--- src/rtl/id_issue_buffer.sv ---
// id_issue_buffer: DEPTH-entry (pc, inst) FIFO between IF and the EX-bound
//    decode logic. The head entry is decoded for source-register use, its
//    operands are read from the regfile and overridden by NFWD forwarding
//    sources, and issue is held while a used operand waits on a load.
// Latency: an entry pushed at edge N can issue in cycle N+1 (no same-cycle
//    bypass). Operands are resolved combinationally at issue, never stored.
// Backpressure: in_ready drops only when the FIFO is full and does not look
//    at out_ready; out_valid drops on empty, on a load-use hazard or on flush.
// Optional feature: define ID_ISSUE_PERF_EN to build the saturating
//    hazard-stall counter behind stall_cycles; otherwise it is tied to 0.
//
// Ports:
//    clk, rst                 clock; synchronous active-high reset
//    flush                    taken branch/jump, discards all entries
//    in_valid/in_ready        fetch-side handshake, in_pc/in_inst payload
//    rf_raddr1/2, rf_rdata1/2 regfile read port for head rs/rt
//    fwd_we/waddr/wdata/isload  forwarding sources, index 0 youngest (EX)
//    out_valid/out_ready      issue-side handshake
//    out_pc/out_inst          head entry
//    out_rs_val/out_rt_val    forwarded operand values
//    stall_cycles             hazard-stall cycle count (0 if not built)

module id_issue_buffer #(
   parameter int DEPTH = 4,
   parameter int NFWD  = 3
) (
   input  logic                 clk,
   input  logic                 rst,
   input  logic                 flush,
   input  logic                 in_valid,
   output logic                 in_ready,
   input  logic [31:0]          in_pc,
   input  logic [31:0]          in_inst,
   output logic [4:0]           rf_raddr1,
   output logic [4:0]           rf_raddr2,
   input  logic [31:0]          rf_rdata1,
   input  logic [31:0]          rf_rdata2,
   input  logic [NFWD-1:0]      fwd_we,
   input  logic [5*NFWD-1:0]    fwd_waddr,
   input  logic [32*NFWD-1:0]   fwd_wdata,
   input  logic [NFWD-1:0]      fwd_isload,
   output logic                 out_valid,
   input  logic                 out_ready,
   output logic [31:0]          out_pc,
   output logic [31:0]          out_inst,
   output logic [31:0]          out_rs_val,
   output logic [31:0]          out_rt_val,
   output logic [31:0]          stall_cycles
);

   localparam int AW = $clog2(DEPTH);
   localparam logic [AW:0] CNT_FULL = (AW+1)'(DEPTH);

   // MIPS opcodes / functs needed by the head decoder
   localparam logic [5:0] OP_SPECIAL = 6'h00;
   localparam logic [5:0] OP_J       = 6'h02;
   localparam logic [5:0] OP_JAL     = 6'h03;
   localparam logic [5:0] OP_BEQ     = 6'h04;
   localparam logic [5:0] OP_BNE     = 6'h05;
   localparam logic [5:0] OP_LUI     = 6'h0F;
   localparam logic [5:0] OP_SW      = 6'h2B;
   localparam logic [5:0] FN_SLL     = 6'h00;
   localparam logic [5:0] FN_JR      = 6'h08;

   typedef struct packed {
      logic        load;
      logic [31:0] val;
   } operand_t;

   // ------------------------------------------------------------------
   // FIFO storage and pointers
   // ------------------------------------------------------------------
   logic [31:0]   r_pc_mem   [DEPTH];
   logic [31:0]   r_inst_mem [DEPTH];
   logic [AW-1:0] r_rd_ptr;
   logic [AW-1:0] r_wr_ptr;
   logic [AW:0]   r_count;

   logic          w_push;
   logic          w_pop;
   logic          w_not_empty;
   logic [31:0]   w_head_pc;
   logic [31:0]   w_head_inst;

   assign w_not_empty = (r_count != '0);
   assign in_ready    = ~rst & (r_count != CNT_FULL);

   // A push offered during flush is dropped; out_valid already carries ~flush
   // so no pop can coincide with a flush either.
   assign w_push = in_valid & in_ready & ~flush;
   assign w_pop  = out_valid & out_ready;

   always_ff @(posedge clk) begin
      if (rst || flush) begin
         r_rd_ptr <= '0;
         r_wr_ptr <= '0;
         r_count  <= '0;
      end else begin
         if (w_push) begin
            r_wr_ptr <= r_wr_ptr + AW'(1);
         end
         if (w_pop) begin
            r_rd_ptr <= r_rd_ptr + AW'(1);
         end
         case ({w_push, w_pop})
            2'b10:   r_count <= r_count + (AW+1)'(1);
            2'b01:   r_count <= r_count - (AW+1)'(1);
            default: r_count <= r_count;
         endcase
      end
   end

   // Storage needs no reset: only entries between the pointers are ever valid.
   always_ff @(posedge clk) begin
      if (w_push) begin
         r_pc_mem[r_wr_ptr]   <= in_pc;
         r_inst_mem[r_wr_ptr] <= in_inst;
      end
   end

   assign w_head_pc   = r_pc_mem[r_rd_ptr];
   assign w_head_inst = r_inst_mem[r_rd_ptr];

   // ------------------------------------------------------------------
   // Head decode
   // ------------------------------------------------------------------
   logic [5:0] w_opcode;
   logic [5:0] w_funct;
   logic [4:0] w_rs_addr;
   logic [4:0] w_rt_addr;
   logic       w_uses_rs;
   logic       w_uses_rt;

   assign w_opcode  = w_head_inst[31:26];
   assign w_funct   = w_head_inst[5:0];
   assign w_rs_addr = w_head_inst[25:21];
   assign w_rt_addr = w_head_inst[20:16];

   // Read addresses come straight from the head slot, even when empty.
   assign rf_raddr1 = w_rs_addr;
   assign rf_raddr2 = w_rt_addr;

   always_comb begin
      w_uses_rs = 1'b1;
      w_uses_rt = 1'b0;
      case (w_opcode)
         OP_LUI, OP_J, OP_JAL: w_uses_rs = 1'b0;
         OP_SPECIAL: begin
            // sll takes its source from rt and shamt; rs is unused
            w_uses_rs = (w_funct != FN_SLL);
            w_uses_rt = (w_funct != FN_JR);
         end
         OP_BEQ, OP_BNE, OP_SW: w_uses_rt = 1'b1;
         default: ;
      endcase
   end

   // ------------------------------------------------------------------
   // Operand forwarding
   // ------------------------------------------------------------------
   // Scanning from the oldest source down to index 0 lets the youngest match
   // overwrite older ones, so a younger non-load hides an older load.
   function automatic operand_t resolve(input logic [4:0]          addr,
                                        input logic [31:0]         rf_val,
                                        input logic [NFWD-1:0]     we,
                                        input logic [5*NFWD-1:0]   waddr,
                                        input logic [32*NFWD-1:0]  wdata,
                                        input logic [NFWD-1:0]     isload);
      operand_t res;
      res.load = 1'b0;
      res.val  = rf_val;
      for (int i = NFWD - 1; i >= 0; i--) begin
         if (we[i] && (waddr[5*i +: 5] == addr)) begin
            res.val  = wdata[32*i +: 32];
            res.load = isload[i];
         end
      end
      // $0 is hardwired: never forwarded, never a hazard
      if (addr == 5'd0) begin
         res.val  = '0;
         res.load = 1'b0;
      end
      return res;
   endfunction

   operand_t w_rs_op;
   operand_t w_rt_op;
   logic     w_hazard;

   assign w_rs_op = resolve(w_rs_addr, rf_rdata1, fwd_we, fwd_waddr,
                            fwd_wdata, fwd_isload);
   assign w_rt_op = resolve(w_rt_addr, rf_rdata2, fwd_we, fwd_waddr,
                            fwd_wdata, fwd_isload);

   // Only operands the instruction actually reads can stall it.
   assign w_hazard = (w_uses_rs & w_rs_op.load) | (w_uses_rt & w_rt_op.load);

   // ------------------------------------------------------------------
   // Issue side
   // ------------------------------------------------------------------
   assign out_valid  = w_not_empty & ~w_hazard & ~flush;
   assign out_pc     = w_head_pc;
   assign out_inst   = w_head_inst;
   assign out_rs_val = w_rs_op.val;
   assign out_rt_val = w_rt_op.val;

   // ------------------------------------------------------------------
   // Hazard-stall performance counter
   // ------------------------------------------------------------------
`ifdef ID_ISSUE_PERF_EN
   logic [31:0] r_stall_cnt;
   logic        w_stall_evt;

   assign w_stall_evt = w_not_empty & w_hazard & ~flush;

   always_ff @(posedge clk) begin
      if (rst) begin
         r_stall_cnt <= '0;
      end else if (w_stall_evt && (r_stall_cnt != 32'hFFFF_FFFF)) begin
         r_stall_cnt <= r_stall_cnt + 32'd1;
      end
   end

   assign stall_cycles = r_stall_cnt;
`else
   assign stall_cycles = '0;
`endif

endmodule

--- config.mk ---
export PLATFORM = sky130hd
export DESIGN_NAME = id_issue_buffer
export DESIGN_NICKNAME = d
export VERILOG_FILES = /design/src/rtl/id_issue_buffer.sv
export SDC_FILE = /design/constraint.sdc
export NUM_CORES = 1
export LEC_CHECK = 0
export ABC_AREA = 1
export ABC_CLOCK_PERIOD_IN_PS = 3800
export BUFFER_PORTS_ARGS = -buffer_cell sky130_fd_sc_hd__buf_2
export CAP_MARGIN = 20
export CORE_ASPECT_RATIO = 0.75
export CORE_MARGIN = 10
export CORE_UTILIZATION = 47
export DETAILED_ROUTE_END_ITERATION = 8
export GPL_TIMING_DRIVEN = 0
export HOLD_SLACK_MARGIN = 0.05
export PLACE_DENSITY = 0.86
export RECOVER_POWER = 50
export SYNTH_ARGS = -nofsm -noshare
export SYNTH_HDL_FRONTEND = slang
export SYNTH_SLANG_ARGS = --single-unit
--- constraint.sdc ---
create_clock -name clk -period 3.8 [get_ports clk]
set_input_delay 0.38 -clock clk [delete_from_list [all_inputs] [get_ports clk]]
set_output_delay 0.38 -clock clk [all_outputs]
set_load 0.02 [all_outputs]
# [After elaboration in Yosys (flattened, before gate mapping)]
# Memories as Yosys holds them, arrays and structs flattened. A register that Yosys moved wholly into a read port is not among the register bits.
# Cells that the tools add are included.
# Widths: inputs -> output; s select.
[op_classes] n_shift=0 bitwise=12 muxes=17 multipliers=0 eq_ne=16 n_reduce_logical=15 div_mod_pow=0 n_lt_le_gt_ge=0 add_sub_neg=4
[ops] cell="$mux 33" n=8
[ops] cell="$eq 5x5->1" n=6
[ops] cell="$eq 6x2->1 const B" n=2
[ops] cell="$eq 6x3->1 const B" n=2
[ops] cell="$logic_not 5->1" n=2
[ops] cell="$and 1x1->1" n=8
[ops] cell="$mux 2" n=4
[ops] cell="$eq 6x4->1 const B" n=1
[ops] cell="$eq 6x6->1 const B" n=1
[ops] cell="$logic_and 1x1->1" n=6
[ops] cell="$logic_not 6->1" n=1
[ops] cell="$ne 6x4->1 const B" n=1
[ops] cell="$pmux 3 s2" n=1
[ops] cell="$reduce_bool 6->1" n=1
[ops] cell="$reduce_or 3->1" n=2
[ops] cell="$add 2x1->2 const B" n=2
[ops] cell="$pmux 1 s2" n=2
[ops] cell="$add 3x1->3 const B" n=1
[ops] cell="$ne 3x3->1 const B" n=1
[ops] cell="$not 1->1" n=3
[ops] cell="$reduce_bool 3->1" n=1
[ops] cell="$sub 3x1->3 const B" n=1
[ops] cell="$eq 2x1->1 const B" n=1
[ops] cell="$eq 2x2->1 const B" n=1
[ops] cell="4 further kinds" n=5
[word_totals] latch_bits=0 output_inout_bits=172 input_bits=250 mem_count=2 romBits=0 ramBits=256 register_bits=7 word_cells=69
[memory_table] name="r_inst_mem" depth=4 width=32 rd=1 rd_clocked_by_memory_dff=1 wr=1 line="74" source="logic [31:0] r_inst_mem [DEPTH];"
[memory_table] name="r_pc_mem" depth=4 width=32 rd=1 rd_clocked_by_memory_dff=1 wr=1 line="73" source="logic [31:0] r_pc_mem [DEPTH];"

# [Longest topological paths before layout]
# Gate-level depths: netlist of run 1.
[logic_depth] depth_word=14 depth_mapped=25 mapped_depth_nobuf=22

# [Worst setup path after synthesis of run 1]
# No wires, ideal clock.
[synth_timing] path_kind="flip-flop to flip-flop" start="register r_count[0]" end="memory r_inst_mem[0][0], enable pin" setup_ns=0.487 path_buffers=0 path_slack_ns=-0.608 synth_period_minus_slack_ns=4.408 t_arrival_ns=3.922 path_stages_with_launch=5 t_required_ns=3.313 path_cell_list="dfxtp_1 inv_1 a31oi_1 nand3b_1 nor2_1"
[synth_via] elab_chain_len=6
[synth_lines] item="from (decl)" line="77" source="logic [AW:0] r_count;"
[synth_lines] item="from (signal assigned)" line="106" source="2'b10: r_count <= r_count + (AW+1)'(1);"
[synth_lines] item="from (signal assigned)" line="107" source="2'b01: r_count <= r_count - (AW+1)'(1);"
[synth_lines] item="from (signal assigned)" line="108" source="default: r_count <= r_count;"
[synth_lines] item="$ne 3x3->1" line="86" source="assign in_ready = ~rst & (r_count != CNT_FULL);"
[synth_lines] item="$and 1x1->1" line="86"
[synth_lines] item="via in_ready" line="31" source="output logic in_ready,"
[synth_lines] item="$and 1x1->1 (2 in a row)" line="90" source="assign w_push = in_valid & in_ready & ~flush;"
[synth_lines] item="$mux 1" line="115" source="if (w_push) begin"
[synth_lines] item="$mux 1 (not written as such)" line="117" source="r_inst_mem[r_wr_ptr] <= in_inst;"
[synth_lines] item="to (decl)" line="74"
# The timed path passes the listed nets, and every way through them passes these cells.

==> out/metrics.csv, run 1 <==
stage;metric;value;unit
status;status;finished, violations left;
status;violations;max-capacitance violations, max-slew violations;
routing;drt-total-wl;51300;um
die;fp.dieW;219;um
final_layout;layout_commonest_cell;buf_2;
yosys;syn_avg_cell_area;9.42;um2
routing;vias;13200;
yosys;ys_ff_latch;265;
worst_setup_path;crit_type;register to output pin;
worst_hold_path;hp-class;input pin to register;
power_and_ir_drop;powerDensity;363;mW/mm2
clocking;h-tree-depth;1;
power_and_ir_drop;p_switching;1.54;mW
clocking;cts_max_path_buffers;3;
routing;antenna_left;0;
global_routing;grt_pass1_wl;75100;um
yosys;yosysWarnings;0;
yosys;ys_types;35;
clocking;cts_made_buffers;24;
final_layout;fin_util;59.8;%
power_and_ir_drop;p_int;4.79;mW
sta;finalSetupViolations;0;
clocking;cts_tree;yes;
worst_setup_path;slowest_stage;o211ai_1;
global_routing;grt_pass1_vias;12700;
final_layout;drive_gt1_share;26.6;%
die;ios;422;
routing;met3WireLength;5540;um
power_and_ir_drop;pwr-share-clk;36.1;%
final_layout;area_growth;24.9;%
power_and_ir_drop;worst_ir_drop_vdd;0.385;mV
routing;wl_met1;21000;um
final_layout;nets;2195;
clocking;clkLatencyLatePin;0.51;ns
worst_setup_path;crit_path_max_fanout;10;
power_and_ir_drop;design_power_total;6.33;mW
yosys;synth_ff_type;edfxtp_1;
routing;highest_layer;met5;
clocking;cts_hold_buf;0;
final_layout;mostFrequentLayoutCells;buf_2, nand2_1, edfxtp_1;
global_routing;antenna_found_initial;28;
final_layout;fillers;2573;
routing;wl_met2;22900;um
sta;tightest_slew;2.13;ns
power_and_ir_drop;switching_share;24.3;%
clocking;clk_pin_slew;0.06;ns
final_layout;instances_no_fill;2372;
power_and_ir_drop;seq_power_share;51.2;%
routing;avgViaCountPerCell;5.54;
power_and_ir_drop;leakage;7.30;nW
routing;dr.pass1.iters;6;
sta;skew;0.0134;ns
global_routing;grt_usage;26.1;%
yosys;synth_edf_count;256;
routing;drc_errors;0;
placement;place_congestion;1.00;
sta;slew_headroom;-42.8;%
sta;finalHoldViolations;0;
sta;slew_violations;34;
clocking;numClockSinks;265;
yosys;postSynth.asyncResetShare;0;%
worst_setup_path;slowest_delay;0.38;ns
worst_setup_path;crit_top_cell;buf_2;
clocking;cts-root-buf;clkbuf_16;
worst_setup_path;cp_data_arrival_time;3.25;ns
placement;port_buffers;389;
die;rows;54;
job;max_cap_viol_count;2;
worst_setup_path;worst_setup_path_start_kind;register;
placement;post-place-cells;2302;
routing;wl_per_cell;21.6;um
routing;drt_iter0_drc;1589;
yosys;syn-cell-area;0.0140;mm2
die;die_h;169;um
worst_setup_path;path_buf_inv;8;
die;core-area;0.0292;mm2
worst_setup_path;crit_path_cell_trace;inv_2 -> buf_4 -> buf_4 -> nand3_2 -> nand2_4 -> clkinvlp_4 -> nand2_1 -> nand2_1 -> nor2_1 -> nand3_1 -> buf_2 -> buf_2 -> o211ai_1 -> inv_1 -> buf_2;
sta;fin_crit;3.63;ns
worst_setup_path;worstSetupEndpointType;output pin;
placement;hpwlAfterDp;39800;um
sta;fmax;275;MHz
yosys;syn_inst;1482;
sta;period_share;95.6;%
worst_setup_path;critPathTopFamily;buffers and inverters;
die;die_area;0.0371;mm2
sta;hold_slack;0.122;ns
die;start_util;47.8;%
worst_setup_path;cp.required;3.42;ns
global_routing;grt_max_degree;29;
global_routing;grt-ovfl-total;0;
power_and_ir_drop;power_frac_comb;12.7;%
yosys;ys_seq_area_share;56.3;%
## through the flow
stage          cell area, um2  setup slack, ns  TNS (ns)
2_1_floorplan           14100           -0.608   -155.75
3_3_place_gp            16500            -2.49   -616.94
3_5_place_dp            16700            0.113         0
4_1_cts                 17500           0.0710         0
5_1_grt                 17400          -0.0381   -0.0780
6_report                17400            0.169         0
## cells by family after synthesis
logic type	synth area share, %
AOI/OAI and AO/OA	13.9
xor gates and xnor gates	0.439
adders and majority gates	0.591
buffers and inverters	10.2
DFF	56.3
other	0.0269
and+or+nand+nor	18.5
## power groups by stage
| stage | registers [mW] | logic [mW] | clock network, mW |
|---|---|---|---|
| global route | 3.24 | 0.864 | 2.44 |
| finish | 3.24 | 0.805 | 2.28 |
| CTS | 3.24 | 0.801 | 2.33 |
| detailed placement | 3.30 | 0.798 | 0 |
| floorplan | 3.30 | 0.423 | 0 |
| global placement | 3.30 | 0.780 | 0 |
## sequential cells by signal (all words and copies together), names as in the netlist, named ones only
name / count
r_count: 3
r_inst_mem: 128
r_pc_mem: 128
r_rd_ptr: 2
r_wr_ptr: 2
## area by class of cell
class                      count  area (um2)  area share [%]
clock inverter                13        96.3           0.552
multi-input combinational    962        4820            27.6
timing repair buffer         400        2020            11.6
inverter                     151         573            3.29
antenna                       24        60.1           0.344
buffer                       135         870            4.99
tap                          392         490            2.81
clock buffer                  30         644            3.69
sequential                   265        7870            45.1
## synth_stat cells, types with 7 or more instances
library cell  instances  share of area (%)
buf_2                20               0.72
inv_1               143                3.8
o211ai_2             30                2.7
o211ai_1             36                1.9
nand2_1             265                7.1
o21ai_1              25               0.90
nor2_1              184                4.9
o22ai_1              42                1.9
xor2_1                7               0.44
buf_6                18                1.5
dfxtp_1               9                1.3
nand3b_1              8               0.43
nand3_1              92                3.3
edfxtp_1            256                 55
o21ai_0             166                5.9
a21oi_1               7               0.25
clkbuf_1             44                1.2
buf_4                48                2.6
nand4_1              35                1.6
## final timing paths
path,startpoint,endpoint,slack (ns),depth (start not counted)
worst max-delay path,register,out_rs_val[20],0.17,15
worst min-delay path,in_pc[21],r_pc_mem[1][21],0.12,1
worst max register to register,register,r_count[2],0.29,21
worst min register to register,r_count[2],r_count[2],0.51,2
## metal layers
| metal | track usage, % | up-vias |
|---|---|---|
| met5 | 0 | - |
| met4 | 10.2 | 8 |
| met3 | 7.02 | 124 |
| met2 | 38.3 | 817 |
| met1 | 36.1 | 6232 |
| li1 | - | 5969 |
## worst register-to-register path, stage by stage (launching register included)
cell	delay (ns)
dfxtp_1	0.32
buf_6	0.15
inv_4	0.06
buf_6	0.14
nand2_1	0.06
nand3_1	0.07
nand2_1	0.21
o21ai_0	0.15
nor2_2	0.34
nand3_2	0.23
nand3_1	0.15
nand2_1	0.07
nand2_2	0.12
nand3_2	0.11
inv_2	0.08
ha_1	0.14
inv_1	0.07
fa_1	0.39
a21oi_1	0.14
o21ai_0	0.12
o21ai_0	0.20
a21oi_1	0.07
## repair_timing
item	4_1_cts	5_1_grt
endpoints found under the setup margin	0	57
buffers inserted	0	3
resized for setup	0	23
No activity file was read; power rests on OpenSTA's default activity.
==> inputs of run 2 (changes only) <==
--- a/config.mk
+++ b/config.mk
@@ -9,7 +9,7 @@
 export ABC_CLOCK_PERIOD_IN_PS = 3800
 export BUFFER_PORTS_ARGS = -buffer_cell sky130_fd_sc_hd__buf_2
 export CAP_MARGIN = 20
-export CORE_ASPECT_RATIO = 0.75
+export CORE_ASPECT_RATIO = 0.8
 export CORE_MARGIN = 10
 export CORE_UTILIZATION = 47
 export DETAILED_ROUTE_END_ITERATION = 8
==> constraint.sdc (replaced) <==
create_clock -name clk -period 3.8 [get_ports clk]
set_input_delay 0.19 -clock clk [delete_from_list [all_inputs] [get_ports clk]]
set_output_delay 0.19 -clock clk [all_outputs]
set_load 0.02 [all_outputs]
==> run 2 against run 1 <==
  * The flow now finishes without violations
  * Clock power rose by 3%
  * Die area barely moved
  * Register-to-register slack improved by 0.02 ns
  * Highest routed layer is now met4
  * Worst hold slack improved by 0.12 ns
  * Largest power group unchanged
==> out/metrics.csv, run 2 (synthesized netlist as in run 1, its figures left out) <==
stage;metric;value;unit;change
clocking;numClockSinks;265;;unchanged
global_routing;grt_pass1_vias;12900;;+1.5%
final_layout;layout_commonest_cell;buf_2;;
global_routing;met1_usage;37.6;%;+1.4 points
worst_hold_path;min_to;r_rd_ptr[1];;
sta;slew_headroom;35.1;%;+78 points
die;start_util;47.7;%;-0.16 points
global_routing;grt_pass1_wl;80700;um;+7.4%
power_and_ir_drop;powerDensity;357;mW/mm2;-1.6%
worst_setup_path;crit_type;register to output pin;;
worst_setup_path;cp.required;3.61;ns;+0.19 ns
sta;fin_crit;3.56;ns;-0.0747 ns
sta;hold_slack;0.240;ns;+0.118 ns
final_layout;area_growth;29.9;%;
final_layout;nets;2262;;+3.1%
clocking;clk_pin_slew;0.07;ns;about the same
worst_hold_path;hp-class;input pin to register;;
final_layout;final_cell_area;0.0181;mm2;+4.0%
die;rows;56;;+3.7%
power_and_ir_drop;leakage;7.59;nW;+4.0%
die;ios;422;;unchanged
job;max_cap_viol_count;0;;-2
routing;drt-total-wl;54400;um;+6.0%
sta;finalSetupViolations;0;;unchanged
clocking;clkLatencyLatePin;0.52;ns;about the same
clocking;cts_tree;yes;;
power_and_ir_drop;worst_ir_drop_vdd;0.350;mV;-9.2%
status;status;completed;;
global_routing;grt-ovfl-total;0;;unchanged
clocking;cts_max_path_buffers;3;;unchanged
power_and_ir_drop;design_power_total;6.47;mW;+2.3%
final_layout;drive_gt1_share;25.5;%;-1.1 points
global_routing;antenna_found_initial;13;;-54%
global_routing;grt_busiest_layer;met2;;
clocking;cts-root-buf;clkbuf_16;;
routing;drc_errors;0;;unchanged
routing;dr.pass1.iters;6;;unchanged
routing;drt_iter0_drc;1683;;+5.9%
worst_setup_path;reg2reg_to;r_count[2];;
global_routing;gr-usage-met3;4.13;%;-2.9 points
final_layout;seq_area;0.00787;mm2;unchanged
placement;place_congestion;1.02;;+1.6%
routing;wl_per_cell;22.5;um;+4.2%
final_layout;multi_input_area;0.00484;mm2;+0.52%
placement;port_buffers;389;;unchanged
sta;slew_violations;0;;-100%
worst_setup_path;cp_data_arrival_time;3.37;ns;+0.12 ns
placement;placed_area;0.0167;mm2;about the same
worst_hold_path;hold_depth;6;;+5
routing;vias;13300;;+1.3%
placement;hpwlAfterDp;40500;um;+1.6%
final_layout;mostFrequentLayoutCells;buf_2, nand2_1, edfxtp_1;;
sta;skew;0.0255;ns;+0.0121 ns
global_routing;grt_max_degree;30;;+3.4%
clocking;h-tree-depth;1;;unchanged
sta;finalHoldViolations;0;;unchanged
worst_setup_path;crit_path_max_fanout;10;;unchanged
routing;avgViaCountPerCell;5.52;;-0.48%
die;fp.dieW;213;um;-2.9%
worst_setup_path;worst_setup_path_start_kind;register;;
sta;fin_setup_tns;0;ns;unchanged
sta;tightest_slew;0.972;ns;-1.16 ns
routing;antenna_left;0;;unchanged
sta;period_share;93.6;%;-2.0 points
final_layout;fillers;2513;;-2.3%
final_layout;reg_top3;r_inst_mem x128, r_pc_mem x128, r_count x3;;
global_routing;grt_usage;28.1;%;+2.0 points
worst_hold_path;hp-start;fwd_isload[2];;
clocking;cts_made_buffers;24;;unchanged
global_routing;met2_usage;46.3;%;+8.0 points
die;core-area;0.0293;mm2;+0.34%
worst_setup_path;rrSetupSlack;0.31;ns;+0.02 ns
worst_setup_path;worstSetupEndpointType;output pin;;
die;die_h;174;um;+2.9%
die;die_area;0.0371;mm2;about the same
worst_setup_path;r2r_cells;22;;+4.8%
sta;fmax;281;MHz;+2.1%
final_layout;fin_util;61.9;%;+2.2 points
==> run 2: worst max-delay path, cell delays in order, from the launching register on <==
cell and delay (ns):
dfxtp_1 0.32, buf_6 0.14, buf_6 0.15, buf_6 0.15, nand2_1 0.06, nand3_1 0.12
nand2_2 0.12, inv_1 0.24, nand2_1 0.08, nand2_1 0.08, nor2_1 0.05, nand3_1 0.16
buf_2 0.28, buf_2 0.31, nand3_1 0.14, o211ai_1 0.16, inv_1 0.09, buf_2 0.17
==> run 2: metrics by stage <==
stage          setup WS (ns)  instances
2_1_floorplan         -0.608       1513
3_3_place_gp           -2.23       2279
3_5_place_dp           0.196       2287
4_1_cts                0.158       2399
5_1_grt              -0.0332       2413
6_report               0.243       2414
==> run 2: worst max-delay path by stage <==
stage,to,depth (start not counted),slack [ns]
final,out_rs_val[20],17,0.24
after global routing,r_count[2],22,-0.03
after CTS,r_count[2],21,0.16
after detailed placement,r_count[2],21,0.20
after global placement,r_inst_mem[3][15],4,-2.23
after floorplan,r_inst_mem[0][0],4,-0.61
==> run 2: report_power, final <==
part | switching, mW | internal [mW]
sequential | 0.00831 | 3.23
clock | 1.05 | 1.30
combinational | 0.557 | 0.332
total | 1.61 | 4.86
==> run 2: what timing repair did <==
item / 4_1_cts / 5_1_grt
buffers inserted: 0 / 1
endpoints found under the setup margin: 0 / 2
resized for setup: 0 / 9
hold buffers: 69 / 0
hold endpoints to repair: 264 / 0
==> run 2: area by class of cell <==
class | instances | area share (%)
flip-flops and latches | 265 | 43.4
multi-input cells | 962 | 26.7
repair buffers | 467 | 15.1
plain buffers | 135 | 4.73
clock buffers | 26 | 3.35
inverters | 151 | 3.14
well taps | 377 | 2.60
clock inverters | 17 | 0.814
diodes | 14 | 0.193
==> run 2: routing by layer <==
layer	up-vias	wire length [um]	share of wire [%]
li1	6103	-	-
met1	6369	22400	41
met2	768	26300	48
met3	78	4430	8.1
met4	0	1280	2.3
met5	-	0	0
==> inputs of run 3 (changes only) <==
--- a/config.mk
+++ b/config.mk
@@ -6,17 +6,19 @@
 export NUM_CORES = 1
 export LEC_CHECK = 0
 export ABC_AREA = 1
-export ABC_CLOCK_PERIOD_IN_PS = 3800
+export ABC_CLOCK_PERIOD_IN_PS = 4100
 export BUFFER_PORTS_ARGS = -buffer_cell sky130_fd_sc_hd__buf_2
 export CAP_MARGIN = 20
 export CORE_ASPECT_RATIO = 0.8
 export CORE_MARGIN = 10
-export CORE_UTILIZATION = 47
+export CORE_UTILIZATION = 56
 export DETAILED_ROUTE_END_ITERATION = 8
+export GPL_ROUTABILITY_DRIVEN = 0
 export GPL_TIMING_DRIVEN = 0
 export HOLD_SLACK_MARGIN = 0.05
-export PLACE_DENSITY = 0.86
+export PLACE_DENSITY = 0.95
 export RECOVER_POWER = 50
+export REMOVE_ABC_BUFFERS = 1
 export SYNTH_ARGS = -nofsm -noshare
 export SYNTH_HDL_FRONTEND = slang
 export SYNTH_SLANG_ARGS = --single-unit
==> constraint.sdc (replaced) <==
create_clock -name clk -period 4.1 [get_ports clk]
set_input_delay 0.205 -clock clk [delete_from_list [all_inputs] [get_ports clk]]
set_output_delay 0.205 -clock clk [all_outputs]
set_load 0.02 [all_outputs]
==> run 3 against run 2 <==
  * First-iteration DRC count up 19%
  * Setup slack worse by 0.21 ns
  * Critical path type is now register to register
  * Critical path depth rose by 6
  * Combinational power shrank 10%
  * Utilization is 11 points higher
  * Final area is 1.6% lower
  * Clock-buffer cell count stayed put
  * Critical endpoint is now r_count[2]
  * Sequential share of layout area grew 0.76 points
  * Non-clock buffer count down 107
  * Cell count fell by 6.8%
==> out/metrics.csv, run 3 (synthesized netlist as in run 1, its figures left out) <==
stage;metric;value;unit;change
clocking;clk_pin_slew;0.06;ns;about the same
sta;period_share;99.2;%;
job;max_cap_viol_count;0;;unchanged
final_layout;layout_commonest_cell;buf_2;;
global_routing;gr-usage-met3;8.48;%;+4.3 points
clocking;cts_made_buffers;24;;unchanged
routing;wl_per_cell;24.1;um;+6.8%
worst_setup_path;crit_type;register to register;;
power_and_ir_drop;worst_ir_drop_vdd;0.465;mV;+33%
clocking;cts_max_path_buffers;3;;unchanged
clocking;clkLatencyLatePin;0.52;ns;about the same
global_routing;met2_usage;50.8;%;+4.5 points
die;rows;51;;-8.9%
placement;hpwlAfterDp;32700;um;-19%
clocking;numClockSinks;265;;unchanged
worst_setup_path;slowest_stage;fa_1;;
sta;tightest_slew;1.16;ns;+0.189 ns
worst_setup_path;crit_path_cell_trace;buf_16 -> inv_16 -> buf_16 -> nand2_1 -> nand3_1 -> nand2_4 -> nand2_1 -> nand2_1 -> nor2_4 -> nand3_4 -> buf_12 -> nand3_1 -> nand2_1 -> nand2_2 -> nand3_2 -> inv_2 -> ha_1 -> inv_1 -> fa_1 -> a21oi_1 -> o21ai_0 -> o21ai_0 -> a21oi_1;;
power_and_ir_drop;p_int;4.54;mW;-6.6%
power_and_ir_drop;pwr-share-clk;37.3;%;+1.0 points
sta;slew_headroom;22.6;%;-12 points
global_routing;grt_pass1_wl;78100;um;-3.3%
clocking;cts-root-buf;clkbuf_16;;
sta;fin_setup_tns;0;ns;unchanged
routing;vias;13700;;+3.0%
sta;slew_violations;0;;unchanged
power_and_ir_drop;powerDensity;340;mW/mm2;-4.8%
final_layout;nets;2161;;-4.5%
global_routing;grt_busiest_layer;met2;;
final_layout;area_growth;27.8;%;
power_and_ir_drop;leakage;7.36;nW;-3.0%
global_routing;met1_usage;38.6;%;+1.1 points
routing;avgViaCountPerCell;6.09;;+10%
routing;antenna_left;0;;unchanged
power_and_ir_drop;p_switching;1.52;mW;-5.8%
routing;drt_iter0_drc;2004;;+19%
worst_setup_path;path_buf_inv;6;;-2
die;start_util;57.1;%;+9.5 points
worst_setup_path;critPathTopFamily;simple AND/OR/NAND/NOR gates;;
sta;finalSetupViolations;0;;unchanged
die;core-area;0.0244;mm2;-17%
die;die_area;0.0317;mm2;-14%
worst_setup_path;worst_setup_path_start_kind;register;;
status;status;completed;;
power_and_ir_drop;seq_power_share;49.5;%;-0.5 points
routing;drt-total-wl;54200;um;-0.46%
global_routing;grt_max_degree;65;;+120%
die;fp.dieW;197;um;-7.6%
final_layout;drive_gt1_share;25.0;%;-0.52 points
final_layout;fin_util;73.0;%;+11 points
worst_hold_path;hp-class;input pin to register;;
worst_setup_path;worstSetupEndpointType;register;;
global_routing;grt_pass1_vias;13100;;+1.5%
worst_setup_path;crit_path_max_fanout;49;;+39
final_layout;reg_top3;r_inst_mem x128, r_pc_mem x128, r_count x3;;
power_and_ir_drop;switching_share;25.1;%;+0.15 points
global_routing;grt-ovfl-total;0;;unchanged
clocking;cts_tree;yes;;
worst_setup_path;crit_top_cell;nand2_1;;
power_and_ir_drop;power_frac_comb;13.2;%;-0.5 points
sta;fin_crit;4.07;ns;
sta;rsz0062_at_grt;true;;
sta;skew;0.0169;ns;-0.00861 ns
sta;fmax;246;MHz;
worst_setup_path;slowest_delay;0.40;ns;+0.08 ns
routing;drc_errors;0;;unchanged
final_layout;mostFrequentLayoutCells;buf_2, nand2_1, edfxtp_1;;
worst_setup_path;cp.required;4.50;ns;+0.89 ns
clocking;h-tree-depth;1;;unchanged
die;ios;422;;unchanged
placement;port_buffers;389;;unchanged
die;die_h;161;um;-7.4%
global_routing;grt_usage;31.3;%;+3.2 points
global_routing;antenna_found_initial;10;;-3
sta;finalHoldViolations;0;;unchanged
routing;dr.pass1.iters;6;;unchanged
worst_setup_path;cp_data_arrival_time;4.47;ns;+1.10 ns
## run 3: final timing paths
| check | depth (start not counted) | endpoint | slack (ns) | from |
|---|---|---|---|---|
| setup / recovery | 23 | r_count[2] | 0.03 | register |
| setup reg to reg | 23 | r_count[2] | 0.03 | register |
| hold reg to reg | 2 | register | 0.49 | r_rd_ptr[1] |
| hold / removal | 4 | r_wr_ptr[0] | 0.07 | flush |
## run 3: repair_timing
action | CTS | global route
endpoints found under the setup margin | 72 | 33
cloned | 7 | 3
gates resized for setup | 20 | 15
setup buffers | 6 | 13
hold buffers | 66 | 0
hold endpoints to repair | 260 | 0
pin swaps | 6 | 4
## run 3: per-layer routing
| metal | up-vias | part of all wire (%) |
|---|---|---|
| met5 | - | 0.022 |
| met4 | 2 | 4.7 |
| met3 | 223 | 14 |
| met2 | 1269 | 47 |
| met1 | 6309 | 34 |
| li1 | 5910 | - |
## run 3: through the flow
| step | setup slack, ns | hold slack [ns] | cell area [um2] | instances | total power [mW] |
|---|---|---|---|---|---|
| finish | 0.0329 | 0.0669 | 17800 | 2250 | 6.06 |
| detailed placement | -1.20 | 0.421 | 16000 | 2102 | 3.74 |
| CTS | -0.0687 | 0.0539 | 17700 | 2223 | 6.00 |
| floorplan | -2.82 | 0.304 | 13200 | 1378 | 3.41 |
| global placement | -6.04 | 0.416 | 15600 | 2085 | 3.72 |
| global route | -0.0909 | 0.106 | 17800 | 2247 | 6.24 |
## run 3: tightest hold or removal path, cell delays in order
cell and delay, ns:
buf_2 0.10, nor2_1 0.10, o21ai_0 0.09, a21oi_1 0.04
## run 3: power groups by stage
stage               Sequential [mW]  Combinational (mW)  Clock [mW]
finish                         3.00               0.800        2.26
global route                   3.00               0.849        2.39
CTS                            3.00               0.767        2.23
detailed placement             3.06               0.685           0
global placement               3.06               0.655           0
floorplan                      3.06               0.352           0
## run 3: area by class of cell
type / instances / area, um2
timing repair buffer: 495 / 3190
antenna: 11 / 27.5
multi-input combinational: 968 / 4980
sequential: 265 / 7880
clock inverter: 16 / 165
inverter: 151 / 602
clock buffer: 26 / 608
fill: 1609 / 6600
tap: 318 / 398
